`config.mk`:
```
export PLATFORM = sky130hd
export DESIGN_NAME = gate_resp_compactor
export DESIGN_NICKNAME = d
export VERILOG_FILES = /design/src/rtl/gate_bist_pkg.sv /design/src/rtl/misr_core.sv /design/src/rtl/gate_resp_compactor.sv
export SDC_FILE = /design/constraint.sdc
export NUM_CORES = 1
export LEC_CHECK = 0
export BUFFER_PORTS_ARGS = -buffer_cell sky130_fd_sc_hd__buf_4
export CAP_MARGIN = 0
export CORE_MARGIN = 3
export CORE_UTILIZATION = 55
export DETAILED_ROUTE_END_ITERATION = 8
export GPL_ROUTABILITY_DRIVEN = 1
export PLACE_DENSITY = 0.85
export RECOVER_POWER = 50
export SYNTH_ARGS = -nofsm -noshare
export SYNTH_HDL_FRONTEND = slang
export SYNTH_HIERARCHICAL = 1
export SYNTH_SLANG_ARGS = --single-unit
```
`constraint.sdc`:
```
create_clock -name clk -period 3.21 [get_ports clk]
set_clock_uncertainty 0.05 [all_clocks]
set_input_delay 0.963 -clock clk [delete_from_list [all_inputs] [get_ports clk]]
set_output_delay 0.963 -clock clk [all_outputs]
set_load 0.03 [all_outputs]
```
`src/rtl/gate_bist_pkg.sv`:
```
// Shared BIST types and the MISR step function, also used by the upstream pattern generator.
package gate_bist_pkg;

    typedef enum logic [1:0] {IDLE, RUN, DONE} state_t;

    localparam int          RESP_W       = 10;
    localparam logic [15:0] DEFAULT_POLY = 16'h1021;
    localparam logic [15:0] DEFAULT_SEED = 16'h0000;

    // Width-generic step over a 64-bit container; bits at and above w are cleared.
    function automatic logic [63:0] misr_step(input logic [63:0] sig, input logic [63:0] poly,
                                              input logic [63:0] data, input int w);
        logic [63:0] mask;
        logic        msb;
        mask      = (w >= 64) ? '1 : ((64'd1 << w) - 64'd1);
        msb       = sig[6'(w - 1)];
        misr_step = ((sig << 1) ^ (msb ? poly : 64'd0) ^ data) & mask;
    endfunction

endpackage

```
`src/rtl/misr_core.sv`:
```
// Multiple-input signature register: loads SEED on load, folds data in on enable.
module misr_core #(
    parameter int              SIG_W = 16,
    parameter logic [SIG_W-1:0] POLY = SIG_W'(16'h1021),
    parameter logic [SIG_W-1:0] SEED = '0
) (
    input  logic             clk,
    input  logic             rst,
    input  logic             load,
    input  logic             en,
    input  logic [SIG_W-1:0] data,
    output logic [SIG_W-1:0] sig,
    output logic [SIG_W-1:0] nxt
);
    import gate_bist_pkg::*;

    assign nxt = SIG_W'(misr_step(64'(sig), 64'(POLY), 64'(data), SIG_W));

    always_ff @(posedge clk or posedge rst) begin
        if (rst)       sig <= SEED;
        else if (load) sig <= SEED;
        else if (en)   sig <= nxt;
    end

endmodule

```
`src/rtl/gate_resp_compactor.sv`:
```
// Compacts gate-model responses into a MISR over a programmed pattern count and checks the golden
// signature. Define RESP_COMPACTOR_MASK_EN to add resp_mask (masked bits are not compacted).
module gate_resp_compactor #(
    parameter int               RESP_W = gate_bist_pkg::RESP_W,
    parameter int               SIG_W  = 16,
    parameter logic [SIG_W-1:0] POLY   = SIG_W'(gate_bist_pkg::DEFAULT_POLY),
    parameter logic [SIG_W-1:0] SEED   = SIG_W'(gate_bist_pkg::DEFAULT_SEED),
    parameter int               CNT_W  = 16
) (
    input  logic              clk,
    input  logic              rst,
    input  logic              start,
    input  logic              abort,
    input  logic [CNT_W-1:0]  num_patterns,
    input  logic [SIG_W-1:0]  golden,
`ifdef RESP_COMPACTOR_MASK_EN
    input  logic [RESP_W-1:0] resp_mask,
`endif
    input  logic              resp_valid,
    input  logic [RESP_W-1:0] resp_data,
    output logic              resp_ready,
    output logic              busy,
    output logic              done,
    output logic              pass,
    output logic [SIG_W-1:0]  signature,
    output logic [CNT_W-1:0]  count
);
    import gate_bist_pkg::*;

    state_t            state;
    logic [CNT_W-1:0]  n_q;
    logic [SIG_W-1:0]  golden_q;
    logic [SIG_W-1:0]  sig_nxt;
    logic [SIG_W-1:0]  din;
    logic              go, acc, last;

    // start is ignored while running; abort overrides both start and accept
    assign go   = start & ~abort & (state != RUN);
    assign acc  = resp_valid & resp_ready & ~abort;
    assign last = acc & ((count + CNT_W'(1)) == n_q);

`ifdef RESP_COMPACTOR_MASK_EN
    logic [RESP_W-1:0] mask_q;
    always_ff @(posedge clk or posedge rst) begin
        if (rst)     mask_q <= '0;
        else if (go) mask_q <= resp_mask;
    end
    assign din = SIG_W'(resp_data & ~mask_q);
`else
    assign din = SIG_W'(resp_data);
`endif

    misr_core #(.SIG_W(SIG_W), .POLY(POLY), .SEED(SEED)) u_misr (
        .clk  (clk),
        .rst  (rst),
        .load (go),
        .en   (acc),
        .data (din),
        .sig  (signature),
        .nxt  (sig_nxt)
    );

    always_ff @(posedge clk or posedge rst) begin
        if (rst) begin
            state      <= IDLE;
            resp_ready <= 1'b0;
            busy       <= 1'b0;
            done       <= 1'b0;
            pass       <= 1'b0;
            count      <= '0;
            n_q        <= '0;
            golden_q   <= '0;
        end else if (abort) begin
            state      <= IDLE;
            resp_ready <= 1'b0;
            busy       <= 1'b0;
            done       <= 1'b0;
            pass       <= 1'b0;
        end else if (go) begin
            count    <= '0;
            n_q      <= num_patterns;
            golden_q <= golden;
            if (num_patterns == '0) begin
                state      <= DONE;
                resp_ready <= 1'b0;
                busy       <= 1'b0;
                done       <= 1'b1;
                pass       <= (SEED == golden);
            end else begin
                state      <= RUN;
                resp_ready <= 1'b1;
                busy       <= 1'b1;
                done       <= 1'b0;
                pass       <= 1'b0;
            end
        end else if (acc) begin
            if (count != n_q) count <= count + CNT_W'(1);
            if (last) begin
                // compare against the post-update signature so pass lines up with done
                state      <= DONE;
                resp_ready <= 1'b0;
                busy       <= 1'b0;
                done       <= 1'b1;
                pass       <= (sig_nxt == golden_q);
            end
        end
    end

endmodule

```
* After elaboration in Yosys (flattened, before gate mapping)
Index checks and enable logic that the tools add are counted.
** Word-level totals
- Register bits :: 69
- Output and inout bits :: 36
- Word-level logic and storage cells :: 56
- Input port bits :: 47
** Operators by class
- Bitwise operators :: 8
- Mux-type cells :: 26
- Reductions and logical operators :: 9
- Equality and inequality tests :: 4
- Add/sub/neg operators :: 1
** Operator list (count)
- 16-bit two-way mux :: 5
- 16-bit equality test :: 2
- 16-bit logical NOT :: 2
- 16-bit by 1-bit adder with 16-bit output (second input constant) :: 1
- 16-bit inequality test :: 1
- 16-bit by 10-bit bitwise XOR with 16-bit output :: 1
- 16-bit bitwise XOR :: 1
- 1-bit two-way mux :: 15
- 13-bit two-way mux :: 1
- 2-bit two-way mux :: 5
- 3-bit nonzero test :: 2
- 1-bit bitwise AND :: 5
- 2-bit AND reduction :: 2
- 2-bit nonzero test :: 2
- 3-bit AND reduction :: 1
- 2-bit by 1-bit inequality test with 1-bit output (second input constant) :: 1
- 1-bit NOT :: 1

* Logic depth before layout (Yosys ltp)
- Word-level depth :: 8
- Gate-level depth with buffers :: 9

* Hierarchy
Netlist, hierarchy kept.
** Modules (own cells, without submodules)
- gate_resp_compactor :: area each 2987.9 µm², cells each 282, times used 1, seq. area each 1276.2 µm²
- misr_core :: area each 823.3 µm², cells each 69, times used 1, seq. area each 400.4 µm²

* Worst setup path before layout
No wires, ideal clock.
- Path kind :: input port to flip-flop
- Start :: in start
- End :: reg u_misr.sig[10]
- Arrival :: 2.558 ns
- Buffers on the path :: 4
- Data required time :: 3.028 ns
- Setup time :: 0.132 ns
- Stages :: 7
- Setup slack :: 0.470 ns
- Path through :: o21ai_0 > nor2_1 > clkbuf_1 > buf_1 > buf_1 > clkbuf_1 > nor2_1
** On the way
- Longest elaborated chain between the ends :: 3
** Ends and longest elaborated chain
- start, declared :: line gate_resp_compactor.sv:12 : input logic start,
- 1-bit bitwise AND (*) (2 in series) :: line gate_resp_compactor.sv:38 : assign go = start & ~abort & (state != RUN);
- named net go :: line gate_resp_compactor.sv:35 : logic go, acc, last;
- 16-bit two-way mux or 2-bit nonzero test (tied branches)
- end signal, assigned :: line misr_core.sv:22 : else if (en) sig <= nxt;
- end, declared :: line misr_core.sv:12 : output logic [SIG_W-1:0] sig,
Mark *: on every way through the listed nets, which the timed path passes. The rest lies on a longest branch.
A chain may end at the register's enable or synchronous reset.

* Worst setup path after layout
- Start :: in start
- End :: reg pass
** On the way
- Longest elaborated chain between the ends :: 4
** Ends and longest elaborated chain
- 1-bit bitwise AND (*) (2 in series) :: line gate_resp_compactor.sv:38
- 3-bit nonzero test (no line) or 1-bit two-way mux (tied branches)
- 2-bit AND reduction (no line) or 1-bit two-way mux (tied branches)
- end signal, assigned :: line gate_resp_compactor.sv:88 : pass <= (SEED == golden);
- end signal, assigned :: line gate_resp_compactor.sv:104 : pass <= (sig_nxt == golden_q);
- end, declared :: line gate_resp_compactor.sv:24 : output logic pass,
Every way passes the cells marked *; elsewhere a longest branch is shown, timed or not.

==> impl_metrics.py <==
metrics = {
    "worst_setup_path": {
        "critical-path-max-stage-delay_ns": 0.80,
        "r2r_slack_ns": 0.72,
        "cp_slowest_cell": "nor2_1",
        "crit_path_frequent_cell": "o21ai_0",
        "critPathCaptureType": "flop",
        "cp.required_ns": 3.45,
        "reg2reg_depth": 6,
        "path_cells": "clkbuf_1 -> o21ai_0 -> nor2_1 -> buf_4 -> nand4_1 -> o21ai_0 -> mux2_1",
        "rr_startpoint": "count[9]",
        "worstPathArrival_ns": 2.84,
        "r2r-end": "count[14]",
        "crit_type": "primary input to flop",
        "path_max_fanout": 15,
        "start_kind": "primary input",
    },
    "timing": {
        "hold_slack_ns": 0.487,
        "hold_violations": 0,
        "finalCritPeriodShare": 0.812,
        "period_needed_ns": 2.61,
        "maxSlewViolCount": 0,
        "rsz0062_at_grt": "false",
        "slew-limit-headroom": 0.161,
        "setup_violations": 0,
        "fin_setup_tns_ns": 0,
        "max_freq_mhz": 384,
        "tightest_slew_ns": 1.26,
    },
    "place": {
        "dp.cells": 503,
        "portBuffers": 82,
        "hpwl_mm": 7.14,
        "finalWeightedCongestion": 0.944,
    },
    "yosys": {
        "yosysSeqAreaShare": 0.440,
        "synth_edf_count": 0,
        "ys_async_sr_fraction": 1.00,
        "yosys_warnings": 6,
        "netlist-cell-type-count": 49,
        "syn_avg_cell_area_um2": 10.9,
        "synth_area_mm2": 0.00381,
        "synth_top_flop_cell": "dfrtp_1",
        "synth-seq-cells": 67,
        "syn_inst": 351,
    },
    "global_routing": {
        "grt_max_degree": 52,
        "first_global_vias": 3099,
        "grt_pass1_wl_mm": 15.6,
        "antenna_found_initial": 0,
        "grt-ovfl-total": 0,
        "grt_use_total": 0.263,
    },
    "final_layout": {
        "areaGrowthSynthToFinish_pct": 23.4,
        "drive_gt1_frac": 0.326,
        "n_fill_cell": 472,
        "instances_no_fill": 519,
        "mostFrequentLayoutCells": "buf_4 (81), dfrtp_1 (67), nor2_1 (46), xnor2_1 (38), mux2_2 (31)",
        "nNetsFinal": 485,
        "antenna_cells": 0,
        "layout_commonest_cell": "buf_4",
    },
    "clock_tree": {
        "cts_max_level": 3,
        "cts-resized-gates": 0,
        "cts_hold_repair.buffers": 0,
        "path_clk_slew_ns": 0.07,
        "clock_latency_ns": 0.35,
        "cts-buffers-inserted": 9,
        "tritoncts": "built",
        "clock_path_buffers": 2,
        "cts-root-buf": "clkbuf_8",
        "cts_setup_buffers": 0,
        "cts.sinks": 67,
    },
    "drt": {
        "drt_iter0_drc": 205,
        "wirelength_mm": 9.74,
        "via_count": 3102,
        "wl_per_cell_um": 18.8,
        "drc": 0,
        "viasPerCell": 5.98,
        "ant_nets": 0,
        "drt_pass1_iterations": 5,
    },
    "hold_path": {
        "hold_depth": 1,
        "hold_start": "n_q[14]",
        "hold_end": "n_q[14]",
        "hold_path.class": "flop to flop",
    },
    "floorplan": {
        "dieWidth_um": 89.2,
        "die_h_um": 89.2,
        "dieArea_mm2": 0.00796,
        "fp-row-count": 29,
        "ioPinCount": 83,
        "start_util": 0.584,
        "design.core.area_mm2": 0.00653,
    },
    "power": {
        "swShare": 0.307,
        "p_clk_frac": 0.328,
        "p_switching_w": 0.000792,
        "combPwrFrac": 0.251,
        "pwr-share-seq": 0.421,
        "irDropWorstVdd_uv": 356,
        "leakage_nw": 2.09,
        "p_int_w": 0.00178,
        "power_density_mw_per_mm2": 547,
    },
    "outcome": {
        "status": "completed",
    },
    "flow_run": {
        "drv_cap": 0,
    },
}
[power groups by stage]
| stage | Combinational (W) | Clock (W) | Sequential, W |
|---|---|---|---|
| floorplan | 0.000378 | 0 | 0.00113 |
| global placement | 0.000616 | 0 | 0.00109 |
| detailed placement | 0.000636 | 0 | 0.00110 |
| CTS | 0.000646 | 0.000855 | 0.00108 |
| global route | 0.000691 | 0.000894 | 0.00110 |
| finish | 0.000645 | 0.000845 | 0.00108 |
[registers in the layout, summed over array words and instances (netlist names)]
name	flops
count	16
golden_q	16
n_q	16
u_misr/sig	16
busy	1
done	1
pass	1
[per-stage QoR]
step	setup slack, ns	instance area, um^2	total power, W	util
finish	0.605	4700	0.00258	0.720
CTS	0.720	4720	0.00258	0.723
detailed placement	0.726	4480	0.00173	0.687
global placement	0.782	4480	0.00170	0.687
floorplan	0.470	3830	0.00151	-
global route	0.451	4700	0.00268	0.720
[metal layers]
layer  track usage  vias to the layer above  wire length (um)
met3        0.0608                       27               786
met1         0.350                     1531              3950
met4        0.0853                        0               226
li1              -                     1386                 -
met2         0.428                      158              4780
met5             0                        -                 0
[critical path: cells and delay by family]
family	cells	cell delay (ns)
simple gates	2	0.89
buf+inv	2	0.48
mux	1	0.16
compound gates	2	0.34
[worst max path at each step]
stage                     from  slack, ns             end  cells after the start
floorplan                start       0.47  u_misr/sig[10]                      7
global placement    resp_valid       0.78            busy                      8
detailed placement  resp_valid       0.73            pass                      8
CTS                   count[9]       0.72       count[14]                      6
global route             start       0.45            pass                      7
finish                   start       0.60            pass                      7
[final cells by class]
cell class / instances / area (um^2) / share of cell area
Clock inverter: 7 / 116 / 0.0247
Timing Repair Buffer: 87 / 656 / 0.139
Multi-Input combinational cell: 264 / 2010 / 0.426
Clock buffer: 9 / 124 / 0.0263
Inverter: 8 / 30.0 / 0.00638
Sequential cell: 67 / 1680 / 0.356
Tap cell: 77 / 96.3 / 0.0205
[kinds of logic after synthesis]
| family | synth area share |
|---|---|
| mux | 0.142 |
| xor+xnor | 0.174 |
| other cells | 0.000984 |
| fa+ha+maj | 0.00328 |
| compound gates | 0.0463 |
| buf+inv | 0.0387 |
| flops | 0.440 |
| simple gates | 0.155 |
[synthesized netlist by cell type (2+ instances only)]
cell	count	area share
mux2_2	31	0.092
nor3_1	10	0.013
buf_4	3	0.0059
nor2b_1	3	0.0049
nor2_1	46	0.045
a211oi_1	2	0.0039
xor3_2	2	0.013
xnor2_1	38	0.087
buf_2	2	0.0026
dfrtp_1	67	0.44
nand3_1	7	0.0092
buf_6	4	0.012
mux2i_1	18	0.047
nand2_1	10	0.0099
a21oi_1	6	0.0079
a31oi_1	2	0.0033
clkbuf_1	5	0.0049
xor2_1	30	0.069
buf_1	2	0.0020
o21ai_0	5	0.0066
nor4_1	12	0.020
nand4_1	12	0.020
inv_1	8	0.0079
(Power assumes the default switching activity.)
